==> config.mk <==
export PLATFORM = sky130hd
export DESIGN_NAME = bcd_text_formatter
export DESIGN_NICKNAME = d
export VERILOG_FILES = /design/src/rtl/bcd_text_formatter.sv
export SDC_FILE = /design/constraint.sdc
export NUM_CORES = 1
export LEC_CHECK = 0
export BUFFER_PORTS_ARGS = -buffer_cell sky130_fd_sc_hd__buf_4
export CAP_MARGIN = 15
export CORE_ASPECT_RATIO = 1.75
export CORE_MARGIN = 4
export CORE_UTILIZATION = 30
export CTS_BUF_LIST = sky130_fd_sc_hd__clkbuf_4
export CTS_CLUSTER_DIAMETER = 80
export DETAILED_ROUTE_END_ITERATION = 8
export GPL_ROUTABILITY_DRIVEN = 0
export PLACE_DENSITY_LB_ADDON = 0.2
export SETUP_SLACK_MARGIN = 0.05
export SLEW_MARGIN = 10
export SYNTH_ARGS = -nofsm -noshare
export SYNTH_HDL_FRONTEND = slang
export SYNTH_SLANG_ARGS = --single-unit
==> constraint.sdc <==
create_clock -name clock -period 3.9 [get_ports clock]
set_input_delay 1.17 -clock clock [delete_from_list [all_inputs] [get_ports clock]]
set_output_delay 1.17 -clock clock [all_outputs]
set_load 0.1 [all_outputs]
==> src/rtl/bcd_text_formatter.sv <==
// Streams a captured 6-digit packed BCD value as ASCII "DDD.DDD" over a valid/ready
// character link, blanking leading integer zeros and flagging non-BCD digits as '?'.
module bcd_text_formatter #(
  parameter int FRAC_DIGITS   = 3,
  parameter int BLANK_LEADING = 1,
  parameter int ADDR_WIDTH    = 5,
  parameter int BASE_ADDR     = 0
) (
  input  logic                  clock,
  input  logic                  reset,
  input  logic                  start,
  input  logic [23:0]           bcd_in,
  output logic [7:0]            char_data,
  output logic [ADDR_WIDTH-1:0] char_addr,
  output logic                  char_valid,
  input  logic                  char_ready,
  output logic                  busy,
  output logic                  done
);

  localparam bit         HAS_POINT = FRAC_DIGITS > 0;
  localparam int         NCHARS    = HAS_POINT ? 7 : 6;
  localparam logic [2:0] LAST_IDX  = 3'(NCHARS - 1);
  localparam logic [2:0] POINT_IDX = 3'(6 - FRAC_DIGITS);
  localparam logic [2:0] UNITS_POS = 3'(FRAC_DIGITS);

  typedef enum logic [1:0] {IDLE, EMIT, DONE} state_t;

  state_t      state, state_nxt;
  logic [23:0] value;
  logic [2:0]  idx, idx_nxt;
  logic [3:0]  digit [6];
  logic [6:0]  lead_zero;
  logic [2:0]  pos;
  logic [3:0]  cur;
  logic        accept;

  assign accept = char_valid && char_ready;

  always_ff @(posedge clock or posedge reset) begin
    if (reset) begin
      state <= IDLE;
      value <= '0;
      idx   <= '0;
    end else begin
      state <= state_nxt;
      idx   <= idx_nxt;
      if (state == IDLE && start) value <= bcd_in;
    end
  end

  always_comb begin
    state_nxt = state;
    idx_nxt   = idx;
    case (state)
      IDLE: if (start) begin
        state_nxt = EMIT;
        idx_nxt   = '0;
      end
      EMIT: if (accept) begin
        if (idx == LAST_IDX) begin
          state_nxt = DONE;
          idx_nxt   = '0;
        end else begin
          idx_nxt = idx + 3'd1;
        end
      end
      DONE:    state_nxt = IDLE;
      default: state_nxt = IDLE;
    endcase
  end

  // lead_zero[k]: digit k and every more-significant digit are zero
  always_comb begin
    lead_zero[6] = 1'b1;
    for (int j = 0; j < 6; j++) digit[j] = value[4*j +: 4];
    for (int j = 5; j >= 0; j--) lead_zero[j] = lead_zero[j+1] && (digit[j] == 4'd0);
  end

  always_comb begin
    pos = 3'd5 - idx;
    if (HAS_POINT && idx > POINT_IDX) pos = 3'd6 - idx;
    cur       = digit[pos];
    char_data = 8'h00;
    if (state == EMIT) begin
      if (HAS_POINT && idx == POINT_IDX)                                char_data = 8'h2E;
      else if (cur > 4'd9)                                             char_data = 8'h3F;
      else if (BLANK_LEADING != 0 && pos > UNITS_POS && lead_zero[pos]) char_data = 8'h20;
      else                                                             char_data = 8'h30 + {4'h0, cur};
    end
  end

  assign char_addr  = ADDR_WIDTH'(BASE_ADDR + int'(idx));
  assign char_valid = (state == EMIT);
  assign busy       = (state == EMIT);
  assign done       = (state == DONE);

endmodule

[After elaboration in Yosys (flattened, before gate mapping)]
Cells that the tools add are included.
Cells by class
  multiplexer cells: 18
  eq/ne operators: 7
  reductions and logical operators: 18
  order comparisons: 5
  add/sub/neg operators: 4
  bitwise operators: 1
Operators by type and width (count)
  7-bit two-way mux: 4
  4-bit zero test: 6
  4-bit binary-select mux with 3-bit select: 1
  3-bit two-way mux: 4
  1-bit logical AND: 8
  4-bit two-way mux: 2
  6-bit by 4-bit adder with 7-bit output, first input constant: 1
  3-bit by 2-bit greater-than comparator with 1-bit output, second input constant: 2
  2-bit two-way mux: 3
  3-bit case mux with 2 select lines: 1
  3-bit AND reduction: 2
  3-bit subtractor, first input constant: 2
  4-bit greater-or-equal comparator, second input constant: 1
  4-bit greater-than comparator, second input constant: 1
  3-bit by 4-bit < comparator with 1-bit output, second input constant: 1
  2-bit by 1-bit inequality test with 1-bit output, second input constant: 2
  3-bit inverter with 4-bit output: 1
  2-bit case mux with 2 select lines: 1
  3-bit by 1-bit adder with 3-bit output, second input constant: 1
  1-bit binary-select mux with 3-bit select: 1
  3-bit by 2-bit == test with 1-bit output, second input constant: 1
  3-bit == test, second input constant: 1
  2-bit by 1-bit == test with 1-bit output, second input constant: 1
  2-bit == test, second input constant: 1
  4 further kinds: 4
Word-level totals
  register bits: 29
  input port bits: 28
  word-level logic and storage cells: 56
  output and inout port bits: 16

[Depth between registers and ports, before layout]
Gate-level depths: netlist of the first run.
  word-level depth: 13
  depth in mapped cells: 11
  gate-level depth less buffers: 9

[Worst setup path after synthesis of the first run]
Ideal clock, no wire load.
  kind: flip-flop to output port
  from: reg idx[2]
  to: out char_data[2]
  arrival time: 4343 ps
  slack: -1613 ps
  stages on the path, launching flop included: 11
  path through: dfrtp_1 > buf_4 > inv_4 > ha_1 > buf_2 > a21oi_4 > mux2i_4 > nor2b_4 > a22oi_1 > or2_1 > a31oi_1
On the way
  longest elaborated chain between the ends: 11
  elaborated cells on any way between the ends: 19
  classes of those cells: add/sub (3); order compare (3); eq/ne (1); mux (10); bitwise (1); reduce/logical (1)
Ends and longest elaborated chain
  start: declaration: RTL line 31  | logic [2:0] idx, idx_nxt;
  start signal: assignment: RTL line 47  | idx <= idx_nxt;
  3-bit subtractor, or another cell as far along: RTL line 81  | pos = 3'd5 - idx;
  3-bit two-way mux: RTL line 82  | if (HAS_POINT && idx > POINT_IDX) pos = 3'd6 - idx;
  3-bit inverter with 4-bit output (not written as such): RTL line 83  | cur = digit[pos];
  4-bit binary-select mux with 3-bit select: RTL line 83
  4-bit two-way mux (not written as such) (2 in a row): RTL line 83
  6-bit by 4-bit adder with 7-bit output: RTL line 89  | else char_data = 8'h30 + {4'h0, cur};
  7-bit two-way mux: RTL line 88  | else if (BLANK_LEADING != 0 && pos > UNITS_POS && lead_zero[pos]) char_data = 8'h20;
  7-bit two-way mux: RTL line 87  | else if (cur > 4'd9) char_data = 8'h3F;
  7-bit two-way mux (*): RTL line 86  | if (HAS_POINT && idx == POINT_IDX) char_data = 8'h2E;
  7-bit two-way mux (*): RTL line 85  | if (state == EMIT) begin
  end: declaration: RTL line 13  | output logic [7:0] char_data,
Every way passes the cells marked *; elsewhere a longest branch is shown, timed or not. The select of a mux whose other input is x is not followed.

[Final worst setup path of the first run]
  from: reg idx[0]
  to: out char_data[1]
Same word-level chain as after synthesis.

==> metrics.log, run 1 <==
[metrics] result of the run: finished, violations left
[metrics] violations in the final reports: setup timing
[metrics] share of final-layout standard cells stronger than drive strength 1: 0.516
[metrics] leading cell types in the layout, fill and taps excluded: sky130_fd_sc_hd__buf_4 (56), sky130_fd_sc_hd__dfrtp_1 (26), sky130_fd_sc_hd__mux2_2 (25), sky130_fd_sc_hd__mux2i_1 (16), sky130_fd_sc_hd__a21oi_1 (11)
[metrics] detailed-route wire length per cell: 15.0 µm
[metrics] synth unique cells: 39
[metrics] Synthesis Warnings: 0
[metrics] Fin. Hold Viols: 0
[metrics] clk_skew: 0.0108 ns
[metrics] area of the mapped netlist: 2010 µm²
[metrics] library cell occupying the most area in the post-synthesis netlist: sky130_fd_sc_hd__dfrtp_1
[metrics] clock slew seen by the registers of the worst setup and hold paths: 0.10 ns
[metrics] number of input and output port buffers inserted: 39
[metrics] gate count after technology mapping: 192
[metrics] global-route wire length before repair: 8.49 mm
[metrics] final setup violation count: 2
[metrics] Fmax achieved: 0.255 GHz
[metrics] width of the chip: 69.9 µm
[metrics] portion of the post-synthesis area used by sequential elements: 0.361
[metrics] via count of the routed design: 1676
[metrics] number of I/O pins: 44
[metrics] Initial Util: 0.308
[metrics] die area: 8130 µm²
[metrics] detailed placement HPWL: 3.62 mm
[metrics] average cell area after synthesis: 10.5 µm²
[metrics] count of flip-flops with a built-in enable after synthesis: 0
[metrics] fraction of synthesized cell area taken by the top area cell type: 0.361
[metrics] headroom to the max-slew limit: 0.488
[metrics] max_cap viols: 0
[metrics] antenna violations before repair: 0
[metrics] CTS H-tree depth: 2
[metrics] Setup CP Type: register to output pin
[metrics] Core Footprint: 6540 µm²
[metrics] maximum fanout encountered on the critical timing path: 8
[metrics] vias in the first global route: 1764
[metrics] dominant synthesized flop cell: sky130_fd_sc_hd__dfrtp_1
[metrics] source-to-sink clock delay at the later pin of the worst-skew pair: 0.33 ns
[metrics] Num Clock Sinks: 29
[metrics] count of pins over their slew limit: 0
[metrics] Async S/R FF share, synth: 1.00
[metrics] net count of the finished layout: 283
[metrics] largest net degree at the start of global routing: 27
[metrics] GRT Residual Overflow: 0
[metrics] TritonCTS clock tree: done
[metrics] Detailed Route Iter0 Violations: 107
[metrics] most common library cell in the layout ignoring fill and taps: sky130_fd_sc_hd__buf_4
[metrics] Least-Margin Pin Slew: 0.768 ns
[metrics] post-synthesis to final-layout area growth: 41.7%
[metrics] minimum setup slack in the final design: -0.0256 ns
[metrics] antenna cell count: 0
[metrics] mux cell area share after synthesis: 0.264
[metrics] CTS Hold Bufs: 0
[metrics] post-synthesis xor/xnor area fraction: 0
[metrics] Remaining DRCs: 0
[metrics] vertical die dimension: 116 µm
[metrics] routed vias/inst: 5.05
[metrics] worst-case clock buffer depth: 2
[metrics] RSZ-0062 raised after global routing: true
[metrics] worst path required time: 2.73 ns
[metrics] fillers: 642
[metrics] number of CTS-inserted buffers: 5
[metrics] worst min path class: register to register
[metrics] simple-gate portion of the synthesized area: 0.101
[metrics] Total Routed Length: 4.97 mm
[metrics] std cell rows: 39
[metrics] adder-cell share of the synthesized area: 0.0373
[metrics] ANT nets after route: 0
[metrics] Crit. End Element: output pin
[metrics] biggest area contributors in the synthesized netlist: sky130_fd_sc_hd__dfrtp_1 (36%), sky130_fd_sc_hd__mux2_2 (14%), sky130_fd_sc_hd__mux2i_1 (8.0%), sky130_fd_sc_hd__a21oi_1 (3.7%), sky130_fd_sc_hd__buf_4 (3.7%)
[metrics] Hold Slack: 0.536 ns
[metrics] register bit count reported by yosys: 29
[metrics] crit path launch type: register
[metrics] crit path time final: 3.93 ns
[metrics] complex-gate fraction of the synthesized area: 0.169
[metrics] Period Utilization, post-route: 1.01
[metrics] overall routing resource usage: 0.132
[metrics] Critical Path AT: 2.76 ns
[metrics] clock root buffer: sky130_fd_sc_hd__clkbuf_4
[metrics] TritonRoute pass-1 iters: 4
[metrics] dominant combinational cell family by area after synthesis: multiplexers
[synthesized netlist by cell type (all sizes together) (2+ instances only)]
cell type and instances:
a22oi 5, a21oi 16, dfrtp 29, buf 15, inv 6, nor4 2, nand2 5, a21o 2
nor2b 3, clkbuf 2, o21ai 4, ha 6, o32ai 7, nand3 2, o22ai 9, nor2 8
a31oi 2, nor3b 9, or2 3, mux2i 17, nand2b 2, mux2 31
[per-layer routing]
metal | wire length, µm | up-vias | part of all wire | track usage
li1 | - | 819 | - | -
met1 | 1940 | 809 | 0.39 | 0.145
met2 | 2720 | 38 | 0.55 | 0.248
met3 | 175 | 10 | 0.035 | 0.0250
met4 | 130 | 0 | 0.026 | 0.0499
met5 | 0 | - | 0 | 0
[kinds of logic (layout without fill, tap and decap cells)]
group           after synthesis  count (layout)
compound gates               50              50
fa+ha+maj                     6               6
buf+inv                      23              78
flops                        29              29
mux                          48              48
other cells                   1               4
simple gates                 35              35
[registers in the layout (all words and copies together) (netlist names)]
register / count
value: 24
idx: 3
state: 2
[stage by stage]
| stage | instance area, µm² | TNS, ns | std cells | utilization | setup slack (ns) |
|---|---|---|---|---|---|
| floorplan | 2160 | -0.648 | 195 | - | -0.348 |
| global placement | 2530 | 0 | 309 | 0.387 | 0.169 |
| detailed placement | 2530 | 0 | 309 | 0.387 | 0.115 |
| CTS | 2780 | -0.115 | 330 | 0.425 | -0.0692 |
| global route | 2850 | -0.313 | 332 | 0.436 | -0.122 |
| finish | 2850 | -0.0436 | 332 | 0.436 | -0.0256 |
[layout make-up]
cell class	instances	area, µm²	area share
flip-flops and latches	29	737	0.259
inverters	6	27.5	0.00966
multi-input cells	143	1340	0.470
clock buffers	6	45.0	0.0158
repair buffers	64	563	0.198
well taps	82	103	0.0360
clock inverters	2	33.8	0.0119
[final timing paths]
kind                               start  slack (ns)      endpoint  cells after the start
worst max-delay path              idx[0]       -0.03  char_data[1]                      9
worst min-delay path            value[3]        0.54      value[3]                      1
worst max register to register  state[1]        2.28        idx[1]                      4
worst min register to register  value[3]        0.54      value[3]                      1
max in group asynchronous          reset        2.29      value[8]                      3
min in group asynchronous          reset        0.97      value[6]                      2
[worst max-delay path, stage by stage, from the launching register on]
cell                      delay, ns
sky130_fd_sc_hd__dfrtp_4       0.52
sky130_fd_sc_hd__ha_4          0.17
sky130_fd_sc_hd__ha_4          0.18
sky130_fd_sc_hd__a21oi_4       0.14
sky130_fd_sc_hd__mux2i_4       0.34
sky130_fd_sc_hd__nor2b_4       0.26
sky130_fd_sc_hd__a22oi_2       0.11
sky130_fd_sc_hd__or2_1         0.27
sky130_fd_sc_hd__a31oi_4       0.22
sky130_fd_sc_hd__buf_12        0.20
[timing repair]
action,CTS,global route
buffers inserted,13,3
endpoints found under the hold margin,0,0
pin swaps,9,14
gates resized for setup,13,15
cloned,0,0
endpoints found under the setup margin,4,5
Power of run 1 is left out: the tool's default activity adds up to more than one toggle a clock period on the data nets, which glitch-free logic cannot reach.
==> run 2: changes to the inputs <==
--- a/config.mk
+++ b/config.mk
@@ -9,7 +9,7 @@
 export CAP_MARGIN = 15
 export CORE_ASPECT_RATIO = 1.75
 export CORE_MARGIN = 4
-export CORE_UTILIZATION = 30
+export CORE_UTILIZATION = 38
 export CTS_BUF_LIST = sky130_fd_sc_hd__clkbuf_4
 export CTS_CLUSTER_DIAMETER = 80
 export DETAILED_ROUTE_END_ITERATION = 8
==> run 2 against run 1 <==
  * Flip-flop and latch count stayed put
  * Hold slack worse by 0.0019 ns
  * The flow now finishes without violations
  * Global-route usage is 1.3 points higher
  * Via count is 3.2% lower
  * Core utilization is 9.6 points higher
  * Cell area is 5.6% lower
  * Maximum frequency is 0.90% higher
  * Die area is 19% lower
  * Highest routed layer unchanged
==> metrics.log, run 2 (synthesis results as in run 1) <==
[metrics] result of the run: completed
[metrics] TritonRoute pass-1 iters: 4 (unchanged)
[metrics] headroom to the max-slew limit: 0.491 (+0.00312)
[metrics] worst-case clock buffer depth: 2 (unchanged)
[metrics] worst min path class: register to register
[metrics] count of pins over their slew limit: 0 (unchanged)
[metrics] CTS H-tree depth: 2 (unchanged)
[metrics] die area: 6560 µm² (-19%)
[metrics] minimum setup slack in the final design: 0.00938 ns (+0.0349 ns)
[metrics] via count of the routed design: 1622 (-3.2%)
[metrics] ANT nets after route: 0 (unchanged)
[metrics] register ranked first by flip-flop count: value
[metrics] vias in the first global route: 1668 (-5.4%)
[metrics] overall routing resource usage: 0.145 (+0.0129)
[metrics] Period Utilization, post-route: 0.998 (-0.00896)
[metrics] GRT Residual Overflow: 0 (unchanged)
[metrics] width of the chip: 63.0 µm (-9.9%)
[metrics] worst setup timing slack at the placement stage: 0.102 ns (-0.0125 ns)
[metrics] share of final-layout standard cells stronger than drive strength 1: 0.475 (-0.0408)
[metrics] amount of wire on met3 after detailed routing: 148 µm (-15%)
[metrics] family of cells with the greatest summed delay on the critical path: multiplexers
[metrics] vertical die dimension: 104 µm (-10%)
[metrics] TritonCTS clock tree: done
[metrics] uppermost routed layer: met4
[metrics] maximum fanout encountered on the critical timing path: 6 (-2)
[metrics] Core Footprint: 5060 µm² (-23%)
[metrics] R2R setup slack: 2.00 ns (-0.28 ns)
[metrics] clk_skew: 0.00211 ns (-0.00872 ns)
[metrics] library cell appearing most often on the critical path: sky130_fd_sc_hd__ha_4
[metrics] fillers: 473 (-26%)
[metrics] detailed placement HPWL: 3.45 mm (-4.6%)
[metrics] crit path launch type: register
[metrics] post-synthesis to final-layout area growth: 33.8%
[metrics] metal1 wirelength: 1.76 mm (-9.3%)
[metrics] Setup CP Type: register to output pin
[metrics] antenna violations before repair: 0 (unchanged)
[metrics] cells traversed along the worst timing path: ha_4, ha_4, a21oi_4, mux2i_4, mux2i_2, a22oi_2, or2_1, a31oi_4, buf_12
[metrics] worst flop-to-flop path startpoint: state[0]
[metrics] detailed-route wire length per cell: 15.0 µm (+0.41%)
[metrics] global-route wire length before repair: 7.61 mm (-10%)
[metrics] antenna cell count: 0 (unchanged)
[metrics] clock slew seen by the registers of the worst setup and hold paths: 0.08 ns (-0.02 ns)
[metrics] RSZ-0062 raised after global routing: true
[metrics] Total Routed Length: 4.45 mm (-10%)
[metrics] most common library cell in the layout ignoring fill and taps: sky130_fd_sc_hd__buf_4
[metrics] Max stage delay cell, worst path: sky130_fd_sc_hd__dfrtp_4
[metrics] capture endpoint of the worst hold path: value[10]
[metrics] WHS Path Cells: 1 (unchanged)
[metrics] crit path time final: 3.89 ns (-0.0349 ns)
[metrics] biggest registers after layout: value (24), idx (3), state (2)
[metrics] total length of routed met2 wires: 2.45 mm (-9.9%)
[metrics] worst path required time: 2.73 ns (about the same)
[metrics] number of CTS-inserted buffers: 5 (unchanged)
[metrics] delay of the slowest critical-path stage: 0.51 ns (about the same)
[metrics] Detailed Route Iter0 Violations: 32 (-70%)
[metrics] number of flip-flops under the largest register name: 24 (unchanged)
[metrics] net count of the finished layout: 277 (-2.1%)
[metrics] max_cap viols: 0 (unchanged)
[metrics] source-to-sink clock delay at the later pin of the worst-skew pair: 0.31 ns (-0.02 ns)
[metrics] Remaining DRCs: 0 (unchanged)
[metrics] number of buffers and inverters on the critical path: 1 (unchanged)
[metrics] Least-Margin Pin Slew: 0.763 ns (-0.00468 ns)
[metrics] final setup violation count: 0 (-2)
[metrics] Critical Path AT: 2.72 ns (-0.04 ns)
[metrics] clock root buffer: sky130_fd_sc_hd__clkbuf_4
[metrics] leading cell types in the layout, fill and taps excluded: sky130_fd_sc_hd__buf_4 (52), sky130_fd_sc_hd__dfrtp_1 (26), sky130_fd_sc_hd__mux2_2 (25), sky130_fd_sc_hd__a21oi_1 (14), sky130_fd_sc_hd__mux2i_1 (14)
[metrics] largest net degree at the start of global routing: 27 (unchanged)
[metrics] number of input and output port buffers inserted: 39 (unchanged)
[metrics] number of I/O pins: 44 (unchanged)
[metrics] routed vias/inst: 5.48 (+8.5%)
[metrics] cell depth of the worst flop-to-flop path: 4 (unchanged)
[metrics] Fmax achieved: 0.257 GHz (+0.90%)
[metrics] endpoint of the worst-slack reg-to-reg timing path: value[15]
[metrics] Fin. Hold Viols: 0 (unchanged)
[metrics] Hold Path Origin: value[10]
[metrics] Num Clock Sinks: 29 (unchanged)
[metrics] Crit. End Element: output pin
[metrics] Initial Util: 0.397 (+0.0897)
[metrics] std cell rows: 34 (-13%)
## run 2: metal layers
metal / vias up / global-route usage
met2: 39 / 0.259
met1: 768 / 0.163
met3: 9 / 0.0314
met5: - / 0
li1: 806 / -
met4: 0 / 0.0553
## run 2: timing repair
item / in CTS / in global routing
setup buffers: 8 / 1
gates resized for setup: 12 / 7
pin swaps: 8 / 8
setup endpoints to repair: 5 / 4
hold buffers: 0 / 0
## run 2: cell type report
| type | count | area [µm²] | area share |
|---|---|---|---|
| Inverter | 6 | 32.5 | 0.0121 |
| Clock buffer | 5 | 37.5 | 0.0140 |
| Multi-Input combinational cell | 143 | 1300 | 0.483 |
| Timing Repair Buffer | 58 | 510 | 0.190 |
| Clock inverter | 1 | 5.00 | 0.00186 |
| Sequential cell | 29 | 737 | 0.274 |
| Tap cell | 54 | 67.6 | 0.0251 |
## run 2: worst reg2reg max path, cell delays in order, from the launching register on
cell and delay [ns]:
sky130_fd_sc_hd__dfrtp_1 0.41, sky130_fd_sc_hd__nand2b_1 0.18, sky130_fd_sc_hd__nor2_2 0.51, sky130_fd_sc_hd__buf_4 0.34
sky130_fd_sc_hd__mux2_2 0.36
## run 2: how the worst max path moves through the flow
stage | startpoint | endpoint | depth (start not counted)
global placement | idx[1] | char_data[1] | 9
detailed placement | idx[1] | char_data[1] | 9
global route | idx[1] | char_data[0] | 9
floorplan | idx[1] | char_data[0] | 9
CTS | idx[1] | char_data[0] | 9
finish | idx[1] | char_data[2] | 9
## run 2: stage by stage
| stage | cell area (µm²) | TNS, ns | hold slack [ns] | std cells | util |
|---|---|---|---|---|---|
| 2_1_floorplan | 2160 | -0.648 | 0.497 | 195 | - |
| 3_3_place_gp | 2490 | 0 | 0.518 | 281 | 0.492 |
| 3_5_place_dp | 2490 | 0 | 0.518 | 281 | 0.492 |
| 4_1_cts | 2660 | -0.0443 | 0.538 | 295 | 0.525 |
| 5_1_grt | 2690 | -0.353 | 0.552 | 296 | 0.531 |
| 6_report | 2690 | 0 | 0.535 | 296 | 0.531 |
Power of run 2 is left out for the same reason.
==> run 3: changes to the inputs <==
--- a/config.mk
+++ b/config.mk
@@ -8,7 +8,7 @@
 export BUFFER_PORTS_ARGS = -buffer_cell sky130_fd_sc_hd__buf_4
 export CAP_MARGIN = 15
 export CORE_ASPECT_RATIO = 1.75
-export CORE_MARGIN = 4
+export CORE_MARGIN = 5
 export CORE_UTILIZATION = 38
 export CTS_BUF_LIST = sky130_fd_sc_hd__clkbuf_4
 export CTS_CLUSTER_DIAMETER = 80
==> run 3 against run 2 <==
  * Sequential share of layout area shrank 0.70 points
  * Clock-buffer cell count is 1 higher
  * Critical path type unchanged
  * Core utilization fell by 0.17 points
  * Non-clock buffer count increased by 8
  * The run now ends with setup timing left
  * Cell count rose by 3.7%
==> metrics.log, run 3 (synthesis results as in run 1) <==
[metrics] result of the run: finished, violations left
[metrics] violations in the final reports: setup timing
[metrics] Core Footprint: 5210 µm² (+2.9%)
[metrics] worst path required time: 2.73 ns (about the same)
[metrics] via count of the routed design: 1688 (+4.1%)
[metrics] fillers: 475 (+0.42%)
[metrics] die area: 6900 µm² (+5.2%)
[metrics] RSZ-0062 raised after global routing: true
[metrics] crit path launch type: register
[metrics] Initial Util: 0.386 (-0.0113)
[metrics] Detailed Route Iter0 Violations: 40 (+25%)
[metrics] CTS H-tree depth: 2 (unchanged)
[metrics] Fin. Hold Viols: 0 (unchanged)
[metrics] post-synthesis to final-layout area growth: 37.3%
[metrics] capture endpoint of the worst hold path: value[2]
[metrics] vias in the first global route: 1806 (+8.3%)
[metrics] GRT Residual Overflow: 0 (unchanged)
[metrics] antenna violations before repair: 0 (unchanged)
[metrics] overall routing resource usage: 0.150 (+0.00559)
[metrics] global-route wire length before repair: 8.27 mm (+8.6%)
[metrics] number of input and output port buffers inserted: 39 (unchanged)
[metrics] WHS Path Cells: 1 (unchanged)
[metrics] register ranked first by flip-flop count: value
[metrics] Critical Path AT: 2.74 ns (+0.02 ns)
[metrics] critical path startpoint: idx[0]
[metrics] minimum setup slack in the final design: -0.00801 ns (-0.0174 ns)
[metrics] final setup violation count: 2 (+2)
[metrics] detailed placement HPWL: 3.57 mm (+3.6%)
[metrics] Num Clock Sinks: 29 (unchanged)
[metrics] number of CTS-inserted buffers: 5 (unchanged)
[metrics] clk_skew: 0.00633 ns (+0.00422 ns)
[metrics] endpoint of the worst-slack reg-to-reg timing path: value[23]
[metrics] most common library cell in the layout ignoring fill and taps: sky130_fd_sc_hd__buf_4
[metrics] Fmax achieved: 0.256 GHz (-0.44%)
[metrics] TritonRoute pass-1 iters: 4 (unchanged)
[metrics] headroom to the max-slew limit: 0.531 (+0.0402)
[metrics] ANT nets after route: 0 (unchanged)
[metrics] biggest registers after layout: value (24), idx (3), state (2)
[metrics] Crit. End Element: output pin
[metrics] placed cells: 282 (+0.36%)
[metrics] vertical die dimension: 106 µm (+1.9%)
[metrics] number of flip-flops under the largest register name: 24 (unchanged)
[metrics] R2R setup slack: 1.96 ns (-0.04 ns)
[metrics] library cell appearing most often on the critical path: sky130_fd_sc_hd__ha_4
[metrics] Remaining DRCs: 0 (unchanged)
[metrics] TritonCTS clock tree: done
[metrics] worst min path class: register to register
[metrics] largest net degree at the start of global routing: 27 (unchanged)
[metrics] cell depth of the worst flop-to-flop path: 4 (unchanged)
[metrics] final core utilization: 0.530 (-0.00174)
[metrics] CTS Hold Bufs: 0 (unchanged)
[metrics] worst setup timing slack at the placement stage: 0.118 ns (+0.0156 ns)
[metrics] Setup CP Type: register to output pin
[metrics] leading cell types in the layout, fill and taps excluded: sky130_fd_sc_hd__buf_4 (61), sky130_fd_sc_hd__dfrtp_1 (26), sky130_fd_sc_hd__mux2_2 (25), sky130_fd_sc_hd__mux2i_1 (16), sky130_fd_sc_hd__a21oi_1 (13)
[metrics] cells traversed along the worst timing path: ha_4, ha_4, a21oi_4, mux2i_4, nor2b_4, a22oi_2, or2_1, a31oi_4, buf_12
[metrics] max_cap viols: 0 (unchanged)
[metrics] Least-Margin Pin Slew: 0.703 ns (-0.0602 ns)
[metrics] routed vias/inst: 5.50 (+0.34%)
[metrics] std cell rows: 35 (+2.9%)
[metrics] count of pins over their slew limit: 0 (unchanged)
[metrics] Total Routed Length: 4.86 mm (+9.2%)
[metrics] crit path time final: 3.91 ns (+0.0174 ns)
[metrics] final instance count without filler cells: 307 (+3.7%)
[metrics] maximum fanout encountered on the critical timing path: 6 (unchanged)
[metrics] Hold Path Origin: value[2]
[metrics] placed inst area: 2480 µm² (-0.45%)
[metrics] worst-case clock buffer depth: 2 (unchanged)
[metrics] number of I/O pins: 44 (unchanged)
[metrics] detailed-route wire length per cell: 15.8 µm (+5.3%)
[metrics] Period Utilization, post-route: 1.00 (+0.00446)
[metrics] delay of the slowest critical-path stage: 0.52 ns (about the same)
[metrics] clock slew seen by the registers of the worst setup and hold paths: 0.09 ns (about the same)
[metrics] share of final-layout standard cells stronger than drive strength 1: 0.496 (+0.0208)
[metrics] Max stage delay cell, worst path: sky130_fd_sc_hd__dfrtp_4
[metrics] antenna cell count: 0 (unchanged)
[metrics] source-to-sink clock delay at the later pin of the worst-skew pair: 0.32 ns (about the same)
[metrics] clock root buffer: sky130_fd_sc_hd__clkbuf_4
[metrics] width of the chip: 65.0 µm (+3.2%)
[metrics] worst flop-to-flop path startpoint: state[0]
[metrics] net count of the finished layout: 285 (+2.9%)
[metrics] area of all placed cells without fillers: 2760 µm² (+2.6%)
[run 3: cell types whose count changed in the layout (fill, tap and decap cells not counted), moves of 2 or more]
cell                      before  now
sky130_fd_sc_hd__buf_12        6    4
sky130_fd_sc_hd__mux2i_1      14   16
sky130_fd_sc_hd__buf_4        52   61
sky130_fd_sc_hd__mux2i_2       2    0
sky130_fd_sc_hd__o32ai_1       7    5
sky130_fd_sc_hd__o32ai_2       0    2
[run 3: cell type report]
cell class	instances	area (µm²)	share of cell area
flip-flops and latches	29	737	0.267
multi-input cells	143	1310	0.473
repair buffers	66	543	0.197
clock inverters	2	33.8	0.0122
clock buffers	6	45.0	0.0163
inverters	6	27.5	0.00997
well taps	55	68.8	0.0249
[run 3: repair_timing]
item / CTS / global route
gates resized for setup: 11 / 7
setup endpoints to repair: 3 / 5
buffers inserted: 13 / 4
cloned: 0 / 1
pin swaps: 8 / 7
[run 3: stage by stage]
step / setup TNS (ns) / hold slack (ns)
floorplan: -0.648 / 0.497
global placement: 0 / 0.517
detailed placement: 0 / 0.527
CTS: -0.106 / 0.549
global route: -0.374 / 0.565
finish: -0.0158 / 0.544
[run 3: worst max-delay path, delay by kind of cell (launching register included)]
family / cells / cell delay, ns
flip-flops: 1 / 0.52
AND/OR/NAND/NOR: 2 / 0.53
AO/OA/AOI/OAI: 3 / 0.45
buffers and inverters: 1 / 0.20
adder cells (fa/ha/maj): 2 / 0.35
multiplexers: 1 / 0.37
[run 3: worst max-delay path by stage]
| stage | slack (ns) | cells past startpoint | to |
|---|---|---|---|
| 6_report | -0.008 | 9 | char_data[1] |
| 5_1_grt | -0.13 | 9 | char_data[1] |
| 4_1_cts | -0.06 | 9 | char_data[0] |
| 3_5_place_dp | 0.12 | 9 | char_data[1] |
| 3_3_place_gp | 0.15 | 9 | char_data[1] |
| 2_1_floorplan | -0.35 | 9 | char_data[0] |
[run 3: metal layers]
layer / wire length (µm) / GRT usage / up-vias
li1: - / - / 824
met1: 1900 / 0.170 / 811
met2: 2640 / 0.262 / 42
met3: 171 / 0.0296 / 11
met4: 149 / 0.0741 / 0
met5: 0 / 0 / -
Power of run 3 is left out for the same reason.
